`config.mk`:
```
export PLATFORM = sky130hd
export DESIGN_NAME = tristate_bus_arbiter
export DESIGN_NICKNAME = d
export VERILOG_FILES = /design/src/rtl/tristate_bus_arbiter.sv
export SDC_FILE = /design/constraint.sdc
export NUM_CORES = 1
export LEC_CHECK = 0
export BUFFER_PORTS_ARGS = -buffer_cell sky130_fd_sc_hd__clkbuf_2
export CAP_MARGIN = 40
export CELL_PAD_IN_SITES_DETAIL_PLACEMENT = 1
export CELL_PAD_IN_SITES_GLOBAL_PLACEMENT = 1
export CORE_MARGIN = 1.5
export CORE_UTILIZATION = 47
export CTS_BUF_LIST = sky130_fd_sc_hd__clkbuf_8
export CTS_CLUSTER_SIZE = 10
export DETAILED_ROUTE_END_ITERATION = 10
export HOLD_SLACK_MARGIN = 0.02
export PLACE_DENSITY_LB_ADDON = 0.1
export REMOVE_ABC_BUFFERS = 1
export SLEW_MARGIN = 20
export SYNTH_ARGS = -nofsm -noshare
export SYNTH_HDL_FRONTEND = slang
export SYNTH_SLANG_ARGS = --single-unit
```
`constraint.sdc`:
```
create_clock -name clk -period 2 [get_ports clk]
set_input_delay 0.3 -clock clk [delete_from_list [all_inputs] [get_ports clk]]
set_output_delay 0.3 -clock clk [all_outputs]
set_load 0.05 [all_outputs]
```
`src/rtl/tristate_bus_arbiter.sv`:
```
// Round-robin arbiter producing one-hot-or-zero enables for N tristate drivers
// sharing a single bus wire. Every ownership change passes through a turnaround
// gap with all enables low, so no two drivers ever overlap on the wire.
module tristate_bus_arbiter #(
  parameter int N_MASTERS  = 4,
  parameter int HOLD_MAX   = 8,
  parameter int TURNAROUND = 1
) (
  input  logic                         clk,
  input  logic                         reset_n,
  input  logic [N_MASTERS-1:0]         req,
  output logic [N_MASTERS-1:0]         sel,
  output logic [$clog2(N_MASTERS)-1:0] grant_id,
  output logic                         bus_busy
);

  localparam int IDW = $clog2(N_MASTERS);

  localparam logic [1:0] IDLE  = 2'd0;
  localparam logic [1:0] GRANT = 2'd1;
  localparam logic [1:0] TURN  = 2'd2;

  logic [1:0]           state_reg;
  logic [IDW-1:0]       rr_ptr_reg;
  logic [7:0]           hold_cnt_reg;
  logic [3:0]           turn_cnt_reg;
  logic [N_MASTERS-1:0] sel_reg;
  logic [IDW-1:0]       grant_id_reg;
  logic                 bus_busy_reg;

  logic [IDW-1:0]       cand_idx [N_MASTERS];
  logic [N_MASTERS-1:0] cand_req;
  logic                 pick_valid;
  logic [IDW-1:0]       pick_idx;
  logic                 release_now;
  logic [IDW-1:0]       next_ptr;
  logic [N_MASTERS-1:0] one_bit;

  assign one_bit = {{(N_MASTERS-1){1'b0}}, 1'b1};

  // Candidate at scan offset gi is master (rr_ptr + gi) mod N_MASTERS; the
  // modulo is a single conditional subtract because both terms are < N.
  genvar gi;
  generate
    for (gi = 0; gi < N_MASTERS; gi++) begin : g_cand
      logic [IDW:0] sum;
      assign sum          = {1'b0, rr_ptr_reg} + (IDW+1)'(gi);
      assign cand_idx[gi] = (sum >= (IDW+1)'(N_MASTERS))
                            ? IDW'(sum - (IDW+1)'(N_MASTERS))
                            : sum[IDW-1:0];
      assign cand_req[gi] = req[cand_idx[gi]];
    end
  endgenerate

  // Pick the requesting candidate with the smallest offset from rr_ptr.
  always_comb begin
    pick_valid = 1'b0;
    pick_idx   = '0;
    for (int k = N_MASTERS - 1; k >= 0; k--) begin
      if (cand_req[k]) begin
        pick_valid = 1'b1;
        pick_idx   = cand_idx[k];
      end
    end
  end

  // Owner lets go when it drops its request or exhausts its hold budget;
  // the pointer moves just past it so it becomes lowest priority next round.
  assign release_now = !req[grant_id_reg] || (hold_cnt_reg == 8'(HOLD_MAX));
  assign next_ptr    = (grant_id_reg == IDW'(N_MASTERS - 1)) ? '0 : grant_id_reg + 1'b1;

  // Arbitration FSM; all outputs come straight from these registers.
  always_ff @(posedge clk or negedge reset_n) begin
    if (!reset_n) begin
      state_reg    <= IDLE;
      rr_ptr_reg   <= '0;
      hold_cnt_reg <= '0;
      turn_cnt_reg <= '0;
      sel_reg      <= '0;
      grant_id_reg <= '0;
      bus_busy_reg <= 1'b0;
    end else begin
      case (state_reg)
        IDLE: begin
          if (pick_valid) begin
            sel_reg      <= one_bit << pick_idx;
            grant_id_reg <= pick_idx;
            bus_busy_reg <= 1'b1;
            hold_cnt_reg <= 8'd1;
            state_reg    <= GRANT;
          end
        end
        GRANT: begin
          if (release_now) begin
            sel_reg      <= '0;
            rr_ptr_reg   <= next_ptr;
            turn_cnt_reg <= 4'(TURNAROUND);
            state_reg    <= TURN;
          end else begin
            hold_cnt_reg <= hold_cnt_reg + 8'd1;
          end
        end
        TURN: begin
          turn_cnt_reg <= turn_cnt_reg - 4'd1;
          if (turn_cnt_reg == 4'd1) begin
            bus_busy_reg <= 1'b0;
            state_reg    <= IDLE;
          end
        end
        default: begin
          sel_reg      <= '0;
          bus_busy_reg <= 1'b0;
          state_reg    <= IDLE;
        end
      endcase
    end
  end

  assign sel      = sel_reg;
  assign grant_id = grant_id_reg;
  assign bus_busy = bus_busy_reg;

endmodule

```
==> results of run 1 <==
==> metrics by stage <==
stage	hold WS, ns	setup TNS, ns	util	worst slack (ns)	instances
5_1_grt	0.0698	0	0.566	0.0865	167
3_3_place_gp	0.323	0	0.548	0.263	163
3_5_place_dp	0.334	0	0.548	0.213	163
6_report	0.0199	0	0.566	0.201	167
2_1_floorplan	0.00441	-0.0209	-	-0.0104	118
4_1_cts	0.0377	0	0.566	0.188	167
==> power breakdown <==
| group | switching [mW] | internal [mW] | total [mW] | leakage, nW |
|---|---|---|---|---|
| registers | 0.168 | 0.621 | 0.790 | 0.295 |
| logic | 0.647 | 0.388 | 1.03 | 0.345 |
| clock network | 0.153 | 0.137 | 0.291 | 0.0269 |
| total | 0.968 | 1.15 | 2.11 | 0.667 |
==> worst max-delay path: cells and delay by family (launching register included) <==
kind                       cells  cell delay [ns]
and+or+nand+nor                2             0.28
adders and majority gates      1             0.16
AOI/OAI and AO/OA              1             0.22
buffers and inverters          2             0.26
DFF                            1             0.44
muxes                          1             0.32
==> cells in the mapped netlist (all sizes together) (3+ instances only) <==
master / instances
inv: 9
nand2: 11
o21ai: 5
o22ai: 3
nand3: 3
nor2: 12
ha: 5
xor2: 4
nor3: 3
dfrtp: 23
mux2: 3
o21a: 4
==> cell type report <==
type / instances / area (um2) / area share
Clock inverter: 1 / 3.75 / 0.00265
Tap cell: 30 / 37.5 / 0.0265
Timing Repair Buffer: 15 / 82.6 / 0.0584
Multi-Input combinational cell: 86 / 641 / 0.453
Inverter: 9 / 33.8 / 0.0239
Clock buffer: 3 / 41.3 / 0.0292
Sequential cell: 23 / 576 / 0.407
==> path summary, 6_finish.rpt <==
path,cells past startpoint,to,start,slack (ns)
hold / removal,1,bus_busy$_DFFE_PN0P_,reset_n,0.02
min in group clk,1,sel[3]$_DFFE_PN0P_,sel[3]$_DFFE_PN0P_,0.50
setup / recovery,7,rr_ptr_reg[0]$_DFFE_PN0P_,hold_cnt_reg[0]$_DFFE_PN0P_,0.20
setup reg to reg,7,rr_ptr_reg[0]$_DFFE_PN0P_,hold_cnt_reg[0]$_DFFE_PN0P_,0.20
max in group asynchronous,1,sel[0]$_DFFE_PN0P_,reset_n,1.59
hold reg to reg,1,sel[3]$_DFFE_PN0P_,sel[3]$_DFFE_PN0P_,0.50
==> cell families after synthesis <==
family                   after synthesis
XOR/XNOR                               5
multiplexers                           6
AND/OR/NAND/NOR                       45
AO/OA/AOI/OAI                         25
flip-flops                            23
adder cells (fa/ha/maj)                5
buffers and inverters                 10
==> routing by layer <==
| layer | vias to the layer above | track usage |
|---|---|---|
| li1 | 469 | - |
| met1 | 501 | 0.306 |
| met2 | 14 | 0.331 |
| met3 | 5 | 0.0328 |
| met4 | 0 | 0.0875 |
| met5 | - | 0 |
==> flow_summary.json, run 1 <==
{
  "max_slew.worst_pin.slew_ns": 0.577,
  "top_layer": "met4",
  "clk_latency_ns": 0.27,
  "dr_wl_met2_mm": 1.30,
  "status": "completed",
  "setup_violations": 0,
  "cpMaxStageDelayCell": "dfrtp_1",
  "globalplace.congestion": 0.763,
  "rsz0062_at_grt": "false",
  "tritoncts": "built",
  "nets": 149,
  "first_iter_violations": 10,
  "row_count": 18,
  "synth_cell_types": 40,
  "crit_path_end_kind": "flip-flop",
  "grt_pass1_wl_mm": 4.47,
  "synth_edf_count": 0,
  "grt_pass1_vias": 906,
  "hold_path.class": "in2async",
  "skew_ns": 0.00897,
  "synth_top_family_by_area": "simple AND/OR/NAND/NOR gates",
  "relSlewSlack": 0.606,
  "leakage_nw": 0.667,
  "syn_area_per_cell_um2": 10.5,
  "crit_path_max_fanout": 7,
  "htreeDepth": 1,
  "netlist_top_cells_area": "dfrtp_1, ha_1, mux2_4",
  "drive_above_1_share": 0.204,
  "m1WireLength_mm": 1.36,
  "clk_pin_slew_ns": 0.09,
  "port_buffers": 12,
  "ys_ff_latch": 23,
  "yosys.area_share.adder": 0.0499,
  "wirelength_mm": 2.77,
  "synth_top_area_cell": "dfrtp_1",
  "core_mm2": 0.00250,
  "synthXorXnorAreaFrac": 0.0349,
  "overflow": 0,
  "wl_per_cell_um": 16.6,
  "cts_setup_buffers": 0,
  "crit_arrival_ns": 1.95,
  "fin_crit_sh": 0.899,
  "final.min_clock_period_ns": 1.80,
  "die_x_um": 54.6,
  "slew_viol_final": 0,
  "dieArea_mm2": 0.00299,
  "fin_total_pwr_mw": 2.11,
  "final_cell_mix": "dfrtp_1, nor2_1, clkbuf_2",
  "antenna_cells": 0,
  "fin_area_mm2": 0.00142,
  "hold_viol": 0,
  "synthCells": 119,
  "synthMuxAreaShare": 0.0699,
  "syn_area_mm2": 0.00125,
  "crit_type": "reg2reg",
  "yosysSeqAreaShare": 0.459,
  "synth_compound_area_frac": 0.148,
  "crit_path_max_incr_delay_ns": 0.44,
  "path_cells": "inv_1 -> ha_1 -> nand4bb_1 -> nor4_2 -> buf_4 -> o21a_2 -> mux2_4",
  "cts_buffers": 3,
  "largest_reg_flops": 8,
  "max-cap-violations": 0,
  "final_common_cell": "dfrtp_1",
  "cts-resized-gates": 0,
  "fmax_mhz": 556,
  "vias_per_cell": 5.92,
  "synth_top_area_share": 0.459,
  "place.detailed.hpwl_mm": 2.05,
  "synth_ff_type": "dfrtp_1",
  "synthToLayoutAreaGrowth_pct": 12.9,
  "dpl_cell_area_mm2": 0.00137,
  "ys_warn_count": 0,
  "met3_length_um": 65,
  "synth_simple_gate_area_frac": 0.209,
  "die_height_um": 54.6,
  "holdBufCountCts": 0,
  "antenna_found_initial": 0,
  "root_buffer": "clkbuf_8",
  "critPathLaunchType": "flip-flop",
  "grt_usage": 0.217,
  "peakVddDrop_uv": 1020,
  "dr.pass1.iters": 4,
  "initial_core_util": 0.502,
  "grt_max_degree": 24,
  "vias": 989,
  "ios": 13,
  "drc": 0,
  "cp.required_ns": 2.15,
  "synthArstFlopShare": 1.00,
  "ant_nets": 0,
  "clk_path_buf_depth": 2,
  "clock_sinks": 23,
  "p_per_area_mw_per_mm2": 1490,
  "n_fill_cell": 287
}
Note: power is estimated with default switching activity, not from simulation.
==> run 2: changes to the inputs <==
--- a/config.mk
+++ b/config.mk
@@ -9,7 +9,6 @@
 export CAP_MARGIN = 40
 export CELL_PAD_IN_SITES_DETAIL_PLACEMENT = 1
 export CELL_PAD_IN_SITES_GLOBAL_PLACEMENT = 1
-export CORE_MARGIN = 1.5
 export CORE_UTILIZATION = 47
 export CTS_BUF_LIST = sky130_fd_sc_hd__clkbuf_8
 export CTS_CLUSTER_SIZE = 10
==> run 2 against run 1 <==
Net effect: die area shrank 3.6%; core utilization is the same; first-iteration DRC count grew 10%; sequential cell count is the same; global-route usage grew 2.1 points; combinational power is essentially flat; non-clock buffer count is the same; worst setup slack lost 0.040 ns; routed wire length grew 6.8%; critical path depth is the same; via count shrank 3.0%; critical path type unchanged.
==> flow_summary.json, run 2 (synthesis results as in run 1) <==
{
  "globalplace.congestion": 0.761,
  "drc": 0,
  "clock_sinks": 23,
  "nets": 149,
  "synthToLayoutAreaGrowth_pct": 12.9,
  "crit_path_end_kind": "flip-flop",
  "htreeDepth": 1,
  "max-cap-violations": 0,
  "crit_path_max_fanout": 7,
  "status": "completed",
  "final_common_cell": "dfrtp_1",
  "ant_nets": 0,
  "first_iter_violations": 11,
  "port_buffers": 12,
  "r2r_slack_ns": 0.16,
  "clk_pin_slew_ns": 0.08,
  "rsz0062_at_grt": "false",
  "dpl_cell_area_mm2": 0.00137,
  "holdWs_ns": 0.0193,
  "cpMaxStageDelayCell": "dfrtp_1",
  "dr_wl_met2_mm": 1.49,
  "die_height_um": 53.6,
  "tritoncts": "built",
  "crit_type": "reg2reg",
  "crit_arrival_ns": 1.99,
  "drive_above_1_share": 0.204,
  "relSlewSlack": 0.611,
  "wl_per_cell_um": 17.7,
  "max_slew.worst_pin.slew_ns": 0.584,
  "final_cell_mix": "dfrtp_1, nor2_1, clkbuf_2",
  "place.detailed.hpwl_mm": 2.23,
  "wirelength_mm": 2.95,
  "slew_viol_final": 0,
  "fmax_mhz": 544,
  "dr.pass1.iters": 4,
  "top_layer": "met4",
  "largest_reg_flops": 8,
  "antenna_found_initial": 0,
  "core_mm2": 0.00250,
  "met3_length_um": 51,
  "peakVddDrop_uv": 1170,
  "final.min_clock_period_ns": 1.84,
  "clk_path_buf_depth": 2,
  "overflow": 0,
  "cts_buffers": 3,
  "ios": 13,
  "row_count": 18,
  "hold_viol": 0,
  "cts_setup_buffers": 0,
  "clk_latency_ns": 0.26,
  "root_buffer": "clkbuf_8",
  "cp.required_ns": 2.15,
  "vias_per_cell": 5.74,
  "leakage_nw": 0.667,
  "crit_path_max_incr_delay_ns": 0.44,
  "grt_max_degree": 24,
  "skew_ns": 0.00317,
  "m1WireLength_mm": 1.38,
  "vias": 959,
  "antenna_cells": 0,
  "grt_pass1_vias": 946,
  "fin_area_mm2": 0.00142,
  "p_per_area_mw_per_mm2": 1510,
  "path_cells": "inv_1 -> ha_1 -> nand4bb_1 -> nor4_2 -> buf_4 -> o21a_2 -> mux2_4",
  "grt_usage": 0.239,
  "fin_crit_sh": 0.919,
  "holdBufCountCts": 0,
  "die_x_um": 53.6,
  "grt_pass1_wl_mm": 4.66,
  "critPathLaunchType": "flip-flop",
  "dieArea_mm2": 0.00288,
  "cts-resized-gates": 0,
  "initial_core_util": 0.502,
  "setup_violations": 0,
  "finalSetupTns_ns": 0,
  "hold_path.class": "in2async"
}
-- run 2: cell counts in the layout (fill, tap and decap cells not counted) --
Identical to the previous run, type by type.
-- run 2: path summary, 6_finish.rpt --
path	endpoint	start	cells past startpoint
max in group asynchronous	sel[0]$_DFFE_PN0P_	reset_n	1
setup / recovery	rr_ptr_reg[1]$_DFFE_PN0P_	hold_cnt_reg[0]$_DFFE_PN0P_	7
setup reg to reg	rr_ptr_reg[1]$_DFFE_PN0P_	hold_cnt_reg[0]$_DFFE_PN0P_	7
min in group clk	sel[3]$_DFFE_PN0P_	sel[3]$_DFFE_PN0P_	1
hold / removal	turn_cnt_reg[1]$_DFFE_PN0P_	reset_n	1
hold reg to reg	sel[3]$_DFFE_PN0P_	sel[3]$_DFFE_PN0P_	1
-- run 2: critical path: cells and delay by family (launching register included) --
family / cells / cell delay, ns
buffers and inverters: 2 / 0.28
AO/OA/AOI/OAI: 1 / 0.21
AND/OR/NAND/NOR: 2 / 0.31
flip-flops: 1 / 0.44
multiplexers: 1 / 0.32
adder cells (fa/ha/maj): 1 / 0.17
-- run 2: per-layer routing --
layer	vias to the layer above	GRT usage
li1	465	-
met1	479	0.321
met2	11	0.388
met3	4	0.0311
met4	0	0.0965
met5	-	0
-- run 2: final cells by class --
class | instances | area, um2
flip-flops and latches | 23 | 576
multi-input cells | 86 | 641
fillers | 293 | 1080
repair buffers | 15 | 82.6
inverters | 9 | 33.8
clock buffers | 3 | 41.3
well taps | 30 | 37.5
clock inverters | 1 | 3.75
-- run 2: where the power goes --
part | switching [mW] | total, mW | internal (mW)
Clock | 0.148 | 0.285 | 0.137
Sequential | 0.178 | 0.799 | 0.621
Combinational | 0.665 | 1.06 | 0.391
Total | 0.991 | 2.14 | 1.15
-- run 2: metrics by stage --
step           utilization  power [mW]  instances  setup WS [ns]
6_report             0.566        2.14        167          0.161
5_1_grt              0.566        2.28        167         0.0392
4_1_cts              0.566        2.16        167          0.166
3_5_place_dp         0.548        1.87        163          0.207
3_3_place_gp         0.548        1.79        163          0.266
2_1_floorplan            -        1.55        118        -0.0104
==> run 3: changes to the inputs <==
--- a/config.mk
+++ b/config.mk
@@ -9,7 +9,7 @@
 export CAP_MARGIN = 40
 export CELL_PAD_IN_SITES_DETAIL_PLACEMENT = 1
 export CELL_PAD_IN_SITES_GLOBAL_PLACEMENT = 1
-export CORE_UTILIZATION = 47
+export CORE_UTILIZATION = 43
 export CTS_BUF_LIST = sky130_fd_sc_hd__clkbuf_8
 export CTS_CLUSTER_SIZE = 10
 export DETAILED_ROUTE_END_ITERATION = 10
==> constraint.sdc (replaced) <==
create_clock -name clk -period 1.6 [get_ports clk]
set_input_delay 0.24 -clock clk [delete_from_list [all_inputs] [get_ports clk]]
set_output_delay 0.24 -clock clk [all_outputs]
set_load 0.05 [all_outputs]
==> run 3 against run 2 <==
Net effect: non-clock buffer count rose by 20; final area up 16%; total power is 42% higher; routed wire length is 2.0% higher; global-route usage fell by 2.0 points; largest power group unchanged; combinational power is 64% higher; clock skew down 0.0015 ns; sequential cell count unchanged; critical endpoint is now rr_ptr_reg[0]$_DFFE_PN0P_; worst setup slack lost 0.21 ns; count of clock-buffer cells in the layout stayed put; maximum frequency is 12% higher; first-iteration DRC count increased by 9.1%; the flow now finishes with violations (negative setup slack).
==> flow_summary.json, run 3 (synthesis results as in run 1) <==
{
  "status": "finished, violations left",
  "violations": "negative setup slack",
  "holdWs_ns": 0.447,
  "overflow": 0,
  "clk_pin_slew_ns": 0.08,
  "startpoint": "hold_cnt_reg[0]$_DFFE_PN0P_",
  "slew_viol_final": 0,
  "path_buf_inv": 2,
  "wl_per_cell_um": 16.0,
  "n_fill_cell": 304,
  "max_slew.worst_pin.slew_ns": 0.592,
  "cp-endpoint": "rr_ptr_reg[0]$_DFFE_PN0P_",
  "largest_reg_flops": 8,
  "path_delay_family": "flip-flops",
  "m1WireLength_mm": 1.36,
  "grt_usage": 0.219,
  "clock_sinks": 23,
  "crit_path_end_kind": "flip-flop",
  "r2r_slack_ns": -0.05,
  "multi_input_comb_area_um2": 706,
  "ant_nets": 0,
  "nets": 169,
  "port_buffers": 12,
  "tritoncts": "built",
  "drive_above_1_share": 0.363,
  "rsz0062_at_grt": "true",
  "hold_path.class": "in2reg",
  "met3_length_um": 57,
  "cts_buffers": 3,
  "p_per_area_mw_per_mm2": 1850,
  "place.detailed.hpwl_mm": 2.29,
  "final.min_clock_period_ns": 1.65,
  "drc": 0,
  "ios": 13,
  "reg2regPathDepth": 7,
  "synthToLayoutAreaGrowth_pct": 30.6,
  "setup_slack_ns": -0.0455,
  "fin_crit_sh": 1.03,
  "leakage_nw": 0.780,
  "seq_area_um2": 576,
  "fin_total_pwr_mw": 3.04,
  "placedCellCount": 182,
  "final_common_cell": "dfrtp_1",
  "hold_viol": 0,
  "crit_path_max_incr_delay_ns": 0.38,
  "grt_pass1_vias": 1089,
  "critPathLaunchType": "flip-flop",
  "skew_ns": 0.00169,
  "cp.depth": 7,
  "top_layer": "met4",
  "relSlewSlack": 0.605,
  "die_x_um": 56.0,
  "clk_latency_ns": 0.27,
  "antenna_cells": 0,
  "dr.pass1.iters": 4,
  "vias": 1050,
  "path_cells": "inv_1 -> ha_2 -> nand4bb_1 -> nor4_2 -> buf_4 -> o21a_4 -> mux2_4",
  "peakVddDrop_uv": 1270,
  "vias_per_cell": 5.59,
  "row_count": 19,
  "r2r-start": "hold_cnt_reg[0]$_DFFE_PN0P_",
  "root_buffer": "clkbuf_8",
  "initial_core_util": 0.455,
  "clk_path_buf_depth": 2,
  "cp.required_ns": 1.76,
  "pre_cts_ws_ns": -0.0703,
  "dieArea_mm2": 0.00314,
  "grt_pass1_wl_mm": 5.13,
  "max-cap-violations": 0,
  "grt_max_degree": 24,
  "wirelength_mm": 3.01,
  "crit_type": "reg2reg",
  "final_cell_mix": "dfrtp_1, buf_4, clkbuf_2",
  "instances_no_fill": 188,
  "core_mm2": 0.00276,
  "htreeDepth": 1,
  "antenna_found_initial": 0,
  "first_iter_violations": 12,
  "fmax_mhz": 608,
  "dr_wl_met2_mm": 1.53,
  "die_height_um": 56.0,
  "timing.rr.end": "rr_ptr_reg[0]$_DFFE_PN0P_",
  "globalplace.congestion": 0.826,
  "crit_arrival_ns": 1.80,
  "cpMaxStageDelayCell": "dfrtp_1",
  "crit_path_max_fanout": 3,
  "setup_violations": 5
}
-- run 3: cell count changes in the layout (fill, tap and decap cells not counted), moves of 2 or more --
cell,change
o2bb2ai_1,-2
o22ai_1,-2
buf_4,+18
o2bb2ai_2,+2
-- run 3: final cells by class --
type | count | share of cell area
Clock buffer | 3 | 0.0252
Clock inverter | 1 | 0.00229
Inverter | 9 | 0.0206
Multi-Input combinational cell | 86 | 0.431
Sequential cell | 23 | 0.351
Tap cell | 31 | 0.0237
Timing Repair Buffer | 35 | 0.146
-- run 3: worst min-delay path by stage --
stage                     slack [ns]                           to    start  cells past startpoint
after floorplan                -0.06         bus_busy$_DFFE_PN0P_  reset_n                      0
after global placement          0.26  turn_cnt_reg[2]$_DFFE_PN0P_  reset_n                      1
after detailed placement        0.27  turn_cnt_reg[2]$_DFFE_PN0P_  reset_n                      1
after CTS                       0.44           sel[1]$_DFFE_PN0P_   req[3]                      3
after global routing            0.50           sel[1]$_DFFE_PN0P_   req[3]                      3
final                           0.45           sel[1]$_DFFE_PN0P_   req[3]                      3
-- run 3: repair_timing --
action | in CTS | in global routing
hold endpoints to repair | 23 | 0
pin swaps | 0 | 5
hold buffers | 1 | 0
endpoints found under the setup margin | 7 | 13
setup buffers | 0 | 1
resized for setup | 3 | 11
-- run 3: worst reg2reg max path: stages (launching register included) --
cell and delay, ns:
dfrtp_1 0.38, inv_1 0.07, ha_2 0.17, nand4bb_1 0.13
nor4_2 0.17, buf_4 0.17, o21a_4 0.16, mux2_4 0.30
-- run 3: per-layer routing --
metal | vias to the layer above | global-route usage
met5 | - | 0
met4 | 0 | 0.105
met3 | 5 | 0.0279
li1 | 508 | -
met2 | 16 | 0.372
met1 | 521 | 0.274
-- run 3: metrics by stage --
| step | setup TNS [ns] | cell area [um2] | util |
|---|---|---|---|
| floorplan | -4.25 | 1250 | - |
| finish | -0.155 | 1640 | 0.594 |
| global placement | -0.0806 | 1510 | 0.546 |
| CTS | -0.117 | 1580 | 0.571 |
| global route | -0.801 | 1640 | 0.594 |
| detailed placement | -0.260 | 1510 | 0.546 |
-- run 3: power by group --
part / switching, mW / internal [mW]
Clock: 0.189 / 0.172
Sequential: 0.162 / 0.777
Combinational: 0.973 / 0.764
